--- config.mk ---
export PLATFORM = sky130hd
export DESIGN_NAME = win_div_16_8
export DESIGN_NICKNAME = d
export VERILOG_FILES = /design/src/rtl/win_arith_pkg.sv /design/src/rtl/win_div_step.sv /design/src/rtl/win_div_16_8.sv
export SDC_FILE = /design/constraint.sdc
export NUM_CORES = 1
export LEC_CHECK = 0
export ABC_AREA = 1
export CAP_MARGIN = 20
export CORE_MARGIN = 2
export CORE_UTILIZATION = 48
export CTS_CLUSTER_DIAMETER = 120
export DETAILED_ROUTE_END_ITERATION = 6
export PLACE_DENSITY = 0.76
export SYNTH_ARGS = -nofsm -noshare
export SYNTH_HDL_FRONTEND = slang
export SYNTH_SLANG_ARGS = --single-unit
export TNS_END_PERCENT = 10
--- constraint.sdc ---
create_clock -name clk -period 1.8 [get_ports clk]
set_input_delay 0.27 -clock clk [delete_from_list [all_inputs] [get_ports clk]]
set_output_delay 0.27 -clock clk [all_outputs]
set_load 0.02 [all_outputs]
--- src/rtl/win_arith_pkg.sv ---
// Shared arithmetic definitions for the Winograd/LeNet datapath: state encoding,
// default operand widths and sign-magnitude helpers.
package win_arith_pkg;

    localparam int unsigned W16 = 16;
    localparam int unsigned W8  = 8;

    localparam logic [1:0] ST_IDLE = 2'd0;
    localparam logic [1:0] ST_CALC = 2'd1;
    localparam logic [1:0] ST_DONE = 2'd2;

    typedef enum logic [1:0] {
        IDLE = ST_IDLE,
        CALC = ST_CALC,
        DONE = ST_DONE
    } div_state_e;

    // Sign bit of a sign-magnitude value; a zero magnitude always yields +0.
    function automatic logic sm_fix_sign(input logic sign, input logic mag_nz);
        return sign & mag_nz;
    endfunction

endpackage

--- src/rtl/win_div_step.sv ---
// One restoring-division step: shift in the next dividend bit, trial-subtract
// the divisor and keep or restore the partial remainder.
module win_div_step
    import win_arith_pkg::*;
#(
    parameter int unsigned DW_B = W8
) (
    input  logic [DW_B-2:0] prem_i,
    input  logic            bit_i,
    input  logic [DW_B-2:0] dvs_i,
    output logic [DW_B-2:0] rem_o_c,
    output logic            qbit_o_c
);

    logic [DW_B-1:0] shifted;
    logic [DW_B-1:0] diff;

    // Shifted remainder is below twice the divisor, so the MSB of the
    // DW_B-bit difference is a reliable borrow flag.
    always_comb begin
        shifted  = {prem_i, bit_i};
        diff     = shifted - {1'b0, dvs_i};
        qbit_o_c = ~diff[DW_B-1];
        rem_o_c  = qbit_o_c ? diff[DW_B-2:0] : shifted[DW_B-2:0];
    end

endmodule

--- src/rtl/win_div_16_8.sv ---
// Sequential sign-magnitude restoring divider, one quotient bit per cycle.
// WIN_DIV_EARLY_EXIT_EN: finish in one cycle when |dividend| < |divisor|.
module win_div_16_8
    import win_arith_pkg::*;
#(
    parameter int unsigned DW_A = W16,
    parameter int unsigned DW_B = W8
) (
    input  logic            clk,
    input  logic            rst_n,
    input  logic            in_valid,
    output logic            in_ready,
    input  logic [DW_A-1:0] div_a,
    input  logic [DW_B-1:0] div_b,
    output logic            out_valid,
    input  logic            out_ready,
    output logic [DW_A-1:0] quot,
    output logic [DW_B-1:0] rem,
    output logic            div_err
);

    localparam int unsigned MA = DW_A - 1;
    localparam int unsigned MB = DW_B - 1;
    localparam int unsigned CW = $clog2(DW_A);

    div_state_e      state_q, state_d;
    logic [CW-1:0]   cnt_q, cnt_d;
    logic [MA-1:0]   wq_q, wq_d;
    logic [MB-1:0]   prem_q, prem_d;
    logic [MB-1:0]   dvs_q, dvs_d;
    logic            sign_q, sign_d;
    logic            rsign_q, rsign_d;
    logic [DW_A-1:0] quot_q, quot_d;
    logic [DW_B-1:0] rem_q, rem_d;
    logic            err_q, err_d;
    logic            out_valid_q, out_valid_d;
    logic            in_ready_q, in_ready_d;

    logic [MA-1:0]   a_mag;
    logic [MB-1:0]   b_mag;
    logic [MB-1:0]   step_rem;
    logic            step_qbit;

    assign a_mag = div_a[MA-1:0];
    assign b_mag = div_b[MB-1:0];

    win_div_step #(.DW_B(DW_B)) u_step (
        .prem_i   (prem_q),
        .bit_i    (wq_q[MA-1]),
        .dvs_i    (dvs_q),
        .rem_o_c  (step_rem),
        .qbit_o_c (step_qbit)
    );

    always_comb begin
        state_d     = state_q;
        cnt_d       = cnt_q;
        wq_d        = wq_q;
        prem_d      = prem_q;
        dvs_d       = dvs_q;
        sign_d      = sign_q;
        rsign_d     = rsign_q;
        quot_d      = quot_q;
        rem_d       = rem_q;
        err_d       = err_q;
        out_valid_d = out_valid_q;
        in_ready_d  = in_ready_q;

        case (state_q)
            IDLE: begin
                if (in_valid && in_ready_q) begin
                    wq_d       = a_mag;
                    dvs_d      = b_mag;
                    prem_d     = '0;
                    cnt_d      = '0;
                    // A -0 operand counts as +0 for sign purposes too.
                    rsign_d    = sm_fix_sign(div_a[DW_A-1], |a_mag);
                    sign_d     = rsign_d ^ sm_fix_sign(div_b[DW_B-1], |b_mag);
                    in_ready_d = 1'b0;
                    if (b_mag == '0) begin
                        state_d = DONE;
                        quot_d  = {sign_d, {MA{1'b1}}};
                        rem_d   = '0;
                        err_d   = 1'b1;
                    end
`ifdef WIN_DIV_EARLY_EXIT_EN
                    else if (a_mag < MA'(b_mag)) begin
                        state_d = DONE;
                        quot_d  = '0;
                        rem_d   = {rsign_d, MB'(a_mag)};
                        err_d   = 1'b0;
                    end
`endif
                    else begin
                        state_d = CALC;
                    end
                end
            end

            CALC: begin
                prem_d = step_rem;
                wq_d   = {wq_q[MA-2:0], step_qbit};
                cnt_d  = cnt_q + CW'(1);
                if (cnt_q == CW'(MA - 1)) begin
                    state_d     = DONE;
                    out_valid_d = 1'b1;
                    quot_d      = {sm_fix_sign(sign_q, |wq_d), wq_d};
                    rem_d       = {sm_fix_sign(rsign_q, |step_rem), step_rem};
                    err_d       = 1'b0;
                end
            end

            DONE: begin
                // Single-cycle paths enter DONE before raising out_valid.
                if (!out_valid_q) begin
                    out_valid_d = 1'b1;
                end else if (out_ready) begin
                    state_d     = IDLE;
                    out_valid_d = 1'b0;
                    in_ready_d  = 1'b1;
                end
            end

            default: begin
                state_d     = IDLE;
                out_valid_d = 1'b0;
                in_ready_d  = 1'b1;
            end
        endcase
    end

    always_ff @(posedge clk or negedge rst_n) begin
        if (!rst_n) begin
            state_q     <= IDLE;
            cnt_q       <= '0;
            wq_q        <= '0;
            prem_q      <= '0;
            dvs_q       <= '0;
            sign_q      <= 1'b0;
            rsign_q     <= 1'b0;
            quot_q      <= '0;
            rem_q       <= '0;
            err_q       <= 1'b0;
            out_valid_q <= 1'b0;
            in_ready_q  <= 1'b1;
        end else begin
            state_q     <= state_d;
            cnt_q       <= cnt_d;
            wq_q        <= wq_d;
            prem_q      <= prem_d;
            dvs_q       <= dvs_d;
            sign_q      <= sign_d;
            rsign_q     <= rsign_d;
            quot_q      <= quot_d;
            rem_q       <= rem_d;
            err_q       <= err_d;
            out_valid_q <= out_valid_d;
            in_ready_q  <= in_ready_d;
        end
    end

    assign in_ready  = in_ready_q;
    assign out_valid = out_valid_q;
    assign quot      = quot_q;
    assign rem       = rem_q;
    assign div_err   = err_q;

endmodule

==> results of run 1 <==
-- cell type report --
type | instances | area [µm²] | share of cell area [%]
sequential | 64 | 1600 | 34.4
inverter | 61 | 229 | 4.91
clock inverter | 6 | 66.3 | 1.42
timing repair buffer | 92 | 872 | 18.7
multi-input combinational | 269 | 1660 | 35.5
tap | 80 | 100 | 2.15
clock buffer | 10 | 138 | 2.95
-- worst max-delay path by stage --
stage / start / end / slack, ns / cells after the start
floorplan: prem_q[5] / rem[7] / 0.01 / 13
global placement: div_b[2] / rem[6] / -0.16 / 8
detailed placement: div_b[2] / rem[6] / -0.20 / 8
CTS: prem_q[3] / rem[2] / -0.04 / 10
global route: wq_q[14] / rem[7] / -0.27 / 14
finish: wq_q[14] / rem[7] / -0.16 / 14
-- placed cells by master (no fill, tap or decap), types with 10 or more instances in the layout --
cell and instances:
nand2_1 87, inv_1 53, nor2_1 26, clkbuf_8 10
nand2_2 11, a31oi_1 15, o21ai_0 31, buf_4 31
o211ai_1 14, nand3_1 14, dfrtp_1 62, clkdlybuf4s50_1 53
-- sequential cells by signal, summed over array words and instances, names as in the netlist --
signal     cells
rem            8
sign_q         1
dvs_q          7
out_valid      1
in_ready       1
state_q        2
prem_q         7
rsign_q        1
quot          16
cnt_q          4
div_err        1
wq_q          15
-- logic make-up (layout without fill, tap and decap cells) --
group	count (synthesis)	after routing
adders and majority gates	14	14
xor gates and xnor gates	3	3
and+or+nand+nor	167	167
AOI/OAI and AO/OA	85	85
DFF	64	64
buffers and inverters	76	169
-- metrics by stage --
stage | power (mW) | TNS [ns] | utilization, % | instance area [µm²] | instances
finish | 9.97 | -0.496 | 69.1 | 4670 | 582
global route | 10.7 | -2.31 | 69.1 | 4670 | 582
CTS | 9.33 | -0.162 | 67.0 | 4530 | 579
detailed placement | 7.63 | -3.22 | 61.8 | 4180 | 560
global placement | 7.48 | -1.55 | 61.8 | 4180 | 560
floorplan | 5.60 | 0 | - | 3330 | 409
-- power by group through the flow --
| stage | Clock (mW) | Sequential (mW) | Combinational, mW |
|---|---|---|---|
| 4_1_cts | 1.28 | 2.44 | 5.61 |
| 2_1_floorplan | 0 | 2.67 | 2.92 |
| 5_1_grt | 1.36 | 2.51 | 6.83 |
| 3_5_place_dp | 0 | 2.44 | 5.19 |
| 3_3_place_gp | 0 | 2.42 | 5.06 |
| 6_report | 1.27 | 2.45 | 6.25 |
-- critical path: stages, from the launching register on --
cell,delay (ns)
dfrtp_1,0.38
inv_2,0.07
ha_1,0.14
inv_1,0.05
fa_2,0.37
nand3_2,0.07
nand2_1,0.07
xnor2_1,0.22
nand2_1,0.11
nand2_2,0.08
nand2_1,0.06
nor2_1,0.10
nand2_1,0.05
nand2_1,0.05
nand2_1,0.04
-- layer usage --
| layer | up-vias | global-route usage (%) |
|---|---|---|
| met5 | - | 0 |
| met4 | 0 | 9.65 |
| met3 | 26 | 2.84 |
| met2 | 90 | 35.3 |
| met1 | 1458 | 32.0 |
| li1 | 1523 | - |
-- timing repair --
action,4_1_cts,5_1_grt
pin swaps,13,9
endpoints found under the hold margin,17,0
hold buffers,1,0
buffers inserted,2,3
resized for setup,27,36
setup endpoints to repair,19,39
==> results.sh, run 1 <==
export IMPL_htree_levels=3
export IMPL_grt_max_degree=48
export IMPL_timing_rr_start="wq_q[14]"
export IMPL_synthXorXnorAreaFrac_pct=0.792
export IMPL_violations="negative setup slack"
export IMPL_post_route_period_util_pct=109
export IMPL_portBuffers=54
export IMPL_rsz0062_at_grt="true"
export IMPL_slew_viol_final=0
export IMPL_insertion_delay_ns=0.35
export IMPL_clk_pin_slew_ns=0.08
export IMPL_arrival_ns=2.21
export IMPL_synth_top_cells_by_count="nand2_1 (97), dfrtp_1 (63), inv_1 (61), o21ai_0 (38), nor2_1 (29)"
export IMPL_yosysWarnings=0
export IMPL_core_area_um2=6760
export IMPL_wl_per_cell_um=14.5
export IMPL_synth_top_family_by_area="simple AND/OR/NAND/NOR gates"
export IMPL_grt_first_pass_wirelength_um=13400
export IMPL_syn_avg_cell_area_um2=8.12
export IMPL_setup_viol=13
export IMPL_drt_wl_total_um=8450
export IMPL_dr_max_layer_used="met4"
export IMPL_fill_cells=520
export IMPL_worstSetupStartpointType="flop"
export IMPL_syn_to_final_growth_pct=40.6
export IMPL_cts_tree="built"
export IMPL_hpwl_um=5720
export IMPL_numCtsBuffers=9
export IMPL_path_max_fanout=3
export IMPL_post_drt_via_cell_ratio=5.32
export IMPL_synth_compound_area_share_pct=15.1
export IMPL_seq_power_share_pct=24.6
export IMPL_die_height_um=87.2
export IMPL_async_flop_share_pct=100
export IMPL_critPathKind="flop to flop"
export IMPL_synth_edf_count=0
export IMPL_hold_viol_final=0
export IMPL_synth_ff_type="dfrtp_1"
export IMPL_synth_simple_area_share_pct=21.4
export IMPL_cts_buffer_depth=2
export IMPL_grt_usage_pct=22.7
export IMPL_final_nets=539
export IMPL_power_frac_comb_pct=62.7
export IMPL_r2r_slack_ns=-0.16
export IMPL_n_antenna_cell=0
export IMPL_sw_frac_of_total_pct=45.1
export IMPL_vias=3097
export IMPL_worst_slack_ns=-0.164
export IMPL_hold_ws_ns=0.406
export IMPL_fin_skew_ns=0.0151
export IMPL_wl_met1_um=3680
export IMPL_grt_pass1_vias=2897
export IMPL_overflow=0
export IMPL_yosys_area_share_adder_pct=5.50
export IMPL_drive_gt1_share_pct=21.9
export IMPL_p_leak_nw=2.15
export IMPL_hp_class="input pin to asynchronous set/reset pin"
export IMPL_worstMarginPinSlew_ns=0.429
export IMPL_powerDensity_nw_per_um2=2140
export IMPL_dieArea_um2=7600
export IMPL_yosysUniqueCellTypes=29
export IMPL_drtPass1Iterations=5
export IMPL_antenna_found_initial=0
export IMPL_synth_largest_area_cell="dfrtp_1"
export IMPL_syn_area_um2=3320
export IMPL_drv_cap=0
export IMPL_cp_required_ns=2.04
export IMPL_fin_crit_ns=1.96
export IMPL_p_int_mw=5.48
export IMPL_rows=30
export IMPL_netSwitchingPower_mw=4.50
export IMPL_ys_seq_area_share_pct=48.3
export IMPL_vdd_drop_max_mv=1.41
export IMPL_place_congestion=0.874
export IMPL_cts_root_buf="clkbuf_8"
export IMPL_drt_iter0_drc=238
export IMPL_synth_top_area_share_pct=47.5
export IMPL_clkPwrFrac_pct=12.7
export IMPL_drcViolationCount=0
export IMPL_synth_mux_area_share_pct=0
export IMPL_synth_most_common_cell="nand2_1"
export IMPL_endpoint_kind="flop"
export IMPL_wl_met3_um=343
export IMPL_die_w_um=87.2
export IMPL_status="finished, violations left"
export IMPL_synth_nets=451
export IMPL_synth_ff_latch_count=64
export IMPL_start_util_pct=49.1
export IMPL_r2r_cells=14
export IMPL_synthCells=409
export IMPL_slew_headroom_pct=71.4
export IMPL_ant_nets=0
export IMPL_wl_met2_um=4180
export IMPL_pin_count=55
export IMPL_fmax_mhz=509
export IMPL_r2r_end="rem[7]"
export IMPL_dp_slack_ns=-0.202
export IMPL_synth_area_top_cells="dfrtp_1 (47%), nand2_1 (11%), inv_1 (6.9%)"
export IMPL_clock_sinks=64
Note: power is estimated with default switching activity, not from simulation.
==> inputs of run 2 (changes only) <==
--- a/config.mk
+++ b/config.mk
@@ -5,13 +5,13 @@
 export SDC_FILE = /design/constraint.sdc
 export NUM_CORES = 1
 export LEC_CHECK = 0
-export ABC_AREA = 1
 export CAP_MARGIN = 20
 export CORE_MARGIN = 2
 export CORE_UTILIZATION = 48
 export CTS_CLUSTER_DIAMETER = 120
 export DETAILED_ROUTE_END_ITERATION = 6
 export PLACE_DENSITY = 0.76
+export SKIP_LAST_GASP = 1
 export SYNTH_ARGS = -nofsm -noshare
 export SYNTH_HDL_FRONTEND = slang
 export SYNTH_SLANG_ARGS = --single-unit
==> run 2 against run 1 <==
Compared with the run above: the flow still finishes with violations (negative setup slack); power down 11%; first-iteration DRC count is 22% lower; non-clock buffer count grew 33; design area grew 6.1%; sequential power increased by 2%.
==> results.sh, run 2 <==
export IMPL_synth_ff_type="dfrtp_1"
export IMPL_place_congestion=0.853
export IMPL_fin_crit_ns=2.20
export IMPL_portBuffers=54
export IMPL_synth_top_area_share_pct=46.3
export IMPL_hold_ws_ns=0.465
export IMPL_r2r_end="rem[7]"
export IMPL_yosys_area_share_adder_pct=5.37
export IMPL_drcViolationCount=0
export IMPL_fin_skew_ns=0.00961
export IMPL_dp_slack_ns=-0.461
export IMPL_wl_met2_um=4480
export IMPL_dieArea_um2=7780
export IMPL_drtPass1Iterations=4
export IMPL_synth_ff_latch_count=64
export IMPL_grt_max_degree=32
export IMPL_final_common_cell="nand2_1"
export IMPL_post_route_period_util_pct=122
export IMPL_clk_pin_slew_ns=0.08
export IMPL_synth_top_cells_by_count="nand2_1 (69), dfrtp_1 (63), o21ai_0 (33), mux2i_1 (19), inv_1 (15)"
export IMPL_synth_edf_count=0
export IMPL_ant_nets=0
export IMPL_synth_top_family_by_area="simple AND/OR/NAND/NOR gates"
export IMPL_endpoint_kind="flop"
export IMPL_post_drt_via_cell_ratio=5.49
export IMPL_die_w_um=88.2
export IMPL_n_antenna_cell=0
export IMPL_r2r_cells=8
export IMPL_fill_cells=510
export IMPL_synthXorXnorAreaFrac_pct=2.35
export IMPL_core_area_um2=6830
export IMPL_syn_avg_cell_area_um2=9.69
export IMPL_wl_met1_um=3790
export IMPL_drive_gt1_share_pct=27.8
export IMPL_synth_largest_area_cell="dfrtp_1"
export IMPL_overflow=0
export IMPL_drt_iter0_drc=185
export IMPL_final_instance_count_excl_fill=568
export IMPL_async_flop_share_pct=100
export IMPL_multi_input_area_um2=1820
export IMPL_start_util_pct=49.8
export IMPL_syn_to_final_growth_pct=45.5
export IMPL_synth_simple_area_share_pct=16.6
export IMPL_cts_root_buf="clkbuf_8"
export IMPL_wl_met3_um=498
export IMPL_final_cell_mix="nand2_1 (69), buf_4 (65), dfrtp_1 (62)"
export IMPL_synth_compound_area_share_pct=16.3
export IMPL_final_nets=509
export IMPL_fmax_mhz=454
export IMPL_grt_pass1_vias=2975
export IMPL_synth_nets=393
export IMPL_r2r_slack_ns=-0.40
export IMPL_yosysUniqueCellTypes=53
export IMPL_worst_slack_ns=-0.401
export IMPL_vias=3120
export IMPL_synth_area_top_cells="dfrtp_1 (46%), nand2_1 (7.6%), mux2i_1 (5.6%)"
export IMPL_synth_mux_area_share_pct=7.91
export IMPL_final_core_util_pct=72.5
export IMPL_timing_rr_start="wq_q[14]"
export IMPL_cts_tree="built"
export IMPL_violations="negative setup slack"
export IMPL_worstSetupStartpointType="flop"
export IMPL_htree_levels=3
export IMPL_synthCells=351
export IMPL_dpl_cell_area_um2=4520
export IMPL_pin_count=55
export IMPL_seq_area_um2=1600
export IMPL_grt_usage_pct=23.6
export IMPL_hp_class="input pin to asynchronous set/reset pin"
export IMPL_totalPowerFinal_mw=8.83
export IMPL_p_leak_nw=2.20
export IMPL_grt_first_pass_wirelength_um=13900
export IMPL_dr_max_layer_used="met4"
export IMPL_syn_area_um2=3400
export IMPL_clock_sinks=64
export IMPL_vdd_drop_max_mv=1.02
export IMPL_insertion_delay_ns=0.34
export IMPL_setup_viol=29
export IMPL_final_area_um2=4950
export IMPL_rows=30
export IMPL_yosysWarnings=0
export IMPL_hpwl_um=6270
export IMPL_antenna_found_initial=0
export IMPL_status="finished, violations left"
export IMPL_arrival_ns=2.42
export IMPL_die_height_um=88.2
export IMPL_slew_headroom_pct=60.2
export IMPL_hold_viol_final=0
export IMPL_cp_required_ns=2.02
export IMPL_largest_reg_flops=16
export IMPL_slew_viol_final=0
export IMPL_cts_buffer_depth=2
export IMPL_tns_ns=-6.09
export IMPL_ys_seq_area_share_pct=47.1
export IMPL_worstMarginPinSlew_ns=0.597
export IMPL_rsz0062_at_grt="true"
export IMPL_powerDensity_nw_per_um2=1780
export IMPL_drt_wl_total_um=8960
export IMPL_numCtsBuffers=9
export IMPL_dpl_cell_count=545
export IMPL_critPathKind="flop to flop"
export IMPL_path_max_fanout=2
export IMPL_drv_cap=0
export IMPL_wl_per_cell_um=15.8
export IMPL_synth_most_common_cell="nand2_1"
## run 2: changes by cell type after synthesis, sizes merged, moves of 4 or more
cell	before	now
o211ai	14	2
inv	61	16
nor2	30	14
mux2i	0	19
o21ai	38	34
nor3	1	8
o31ai	0	12
nand2	104	69
nand3	19	6
mux2	0	7
a31oi	15	8
o22ai	8	0
## run 2: critical path, stage by stage (launching register included)
cell     delay (ns)
dfrtp_1        0.39
inv_2          0.08
ha_4           0.13
inv_2          0.03
fa_2           0.37
xor2_1         0.19
or4b_4         0.55
nor4b_4        0.24
o32ai_1        0.10
## run 2: layout make-up
cell class / instances / area share, %
clock buffer: 10 / 2.78
clock inverter: 6 / 1.87
inverter: 16 / 1.21
multi-input combinational: 251 / 36.7
sequential: 64 / 32.4
tap: 96 / 2.43
timing repair buffer: 125 / 22.6
## run 2: per-layer routing
metal / vias up / track usage [%]
li1: 1477 / -
met1: 1499 / 28.9
met2: 120 / 39.9
met3: 24 / 4.43
met4: 0 / 11.4
met5: - / 0
## run 2: cell families after synthesis
group | after synthesis
adders and majority gates | 14
buffers and inverters | 36
xor gates and xnor gates | 7
and+or+nand+nor | 122
AOI/OAI and AO/OA | 82
DFF | 64
muxes | 26
## run 2: report_power, final
| group | switching, mW | leakage (nW) | total (mW) | internal (mW) |
|---|---|---|---|---|
| combinational | 2.57 | 1.30 | 4.92 | 2.35 |
| sequential | 0.448 | 0.790 | 2.49 | 2.05 |
| clock | 0.595 | 0.109 | 1.42 | 0.822 |
| total | 3.61 | 2.20 | 8.83 | 5.22 |
## run 2: worst max path at each step
stage / start / depth (start not counted) / endpoint / slack, ns
2_1_floorplan: prem_q[0] / 7 / rem[7] / -0.31
3_3_place_gp: dvs_q[1] / 9 / rem[6] / -0.38
3_5_place_dp: div_b[2] / 7 / rem[5] / -0.46
4_1_cts: dvs_q[0] / 7 / rem[7] / -0.35
5_1_grt: prem_q[0] / 8 / rem[7] / -0.48
6_report: wq_q[14] / 8 / rem[7] / -0.40
## run 2: what timing repair did
action,in CTS,in global routing
setup endpoints to repair,26,34
pin swaps,9,6
gates cloned,0,0
resized for setup,17,11
buffers inserted,2,4
hold buffers,1,0
hold endpoints to repair,20,0
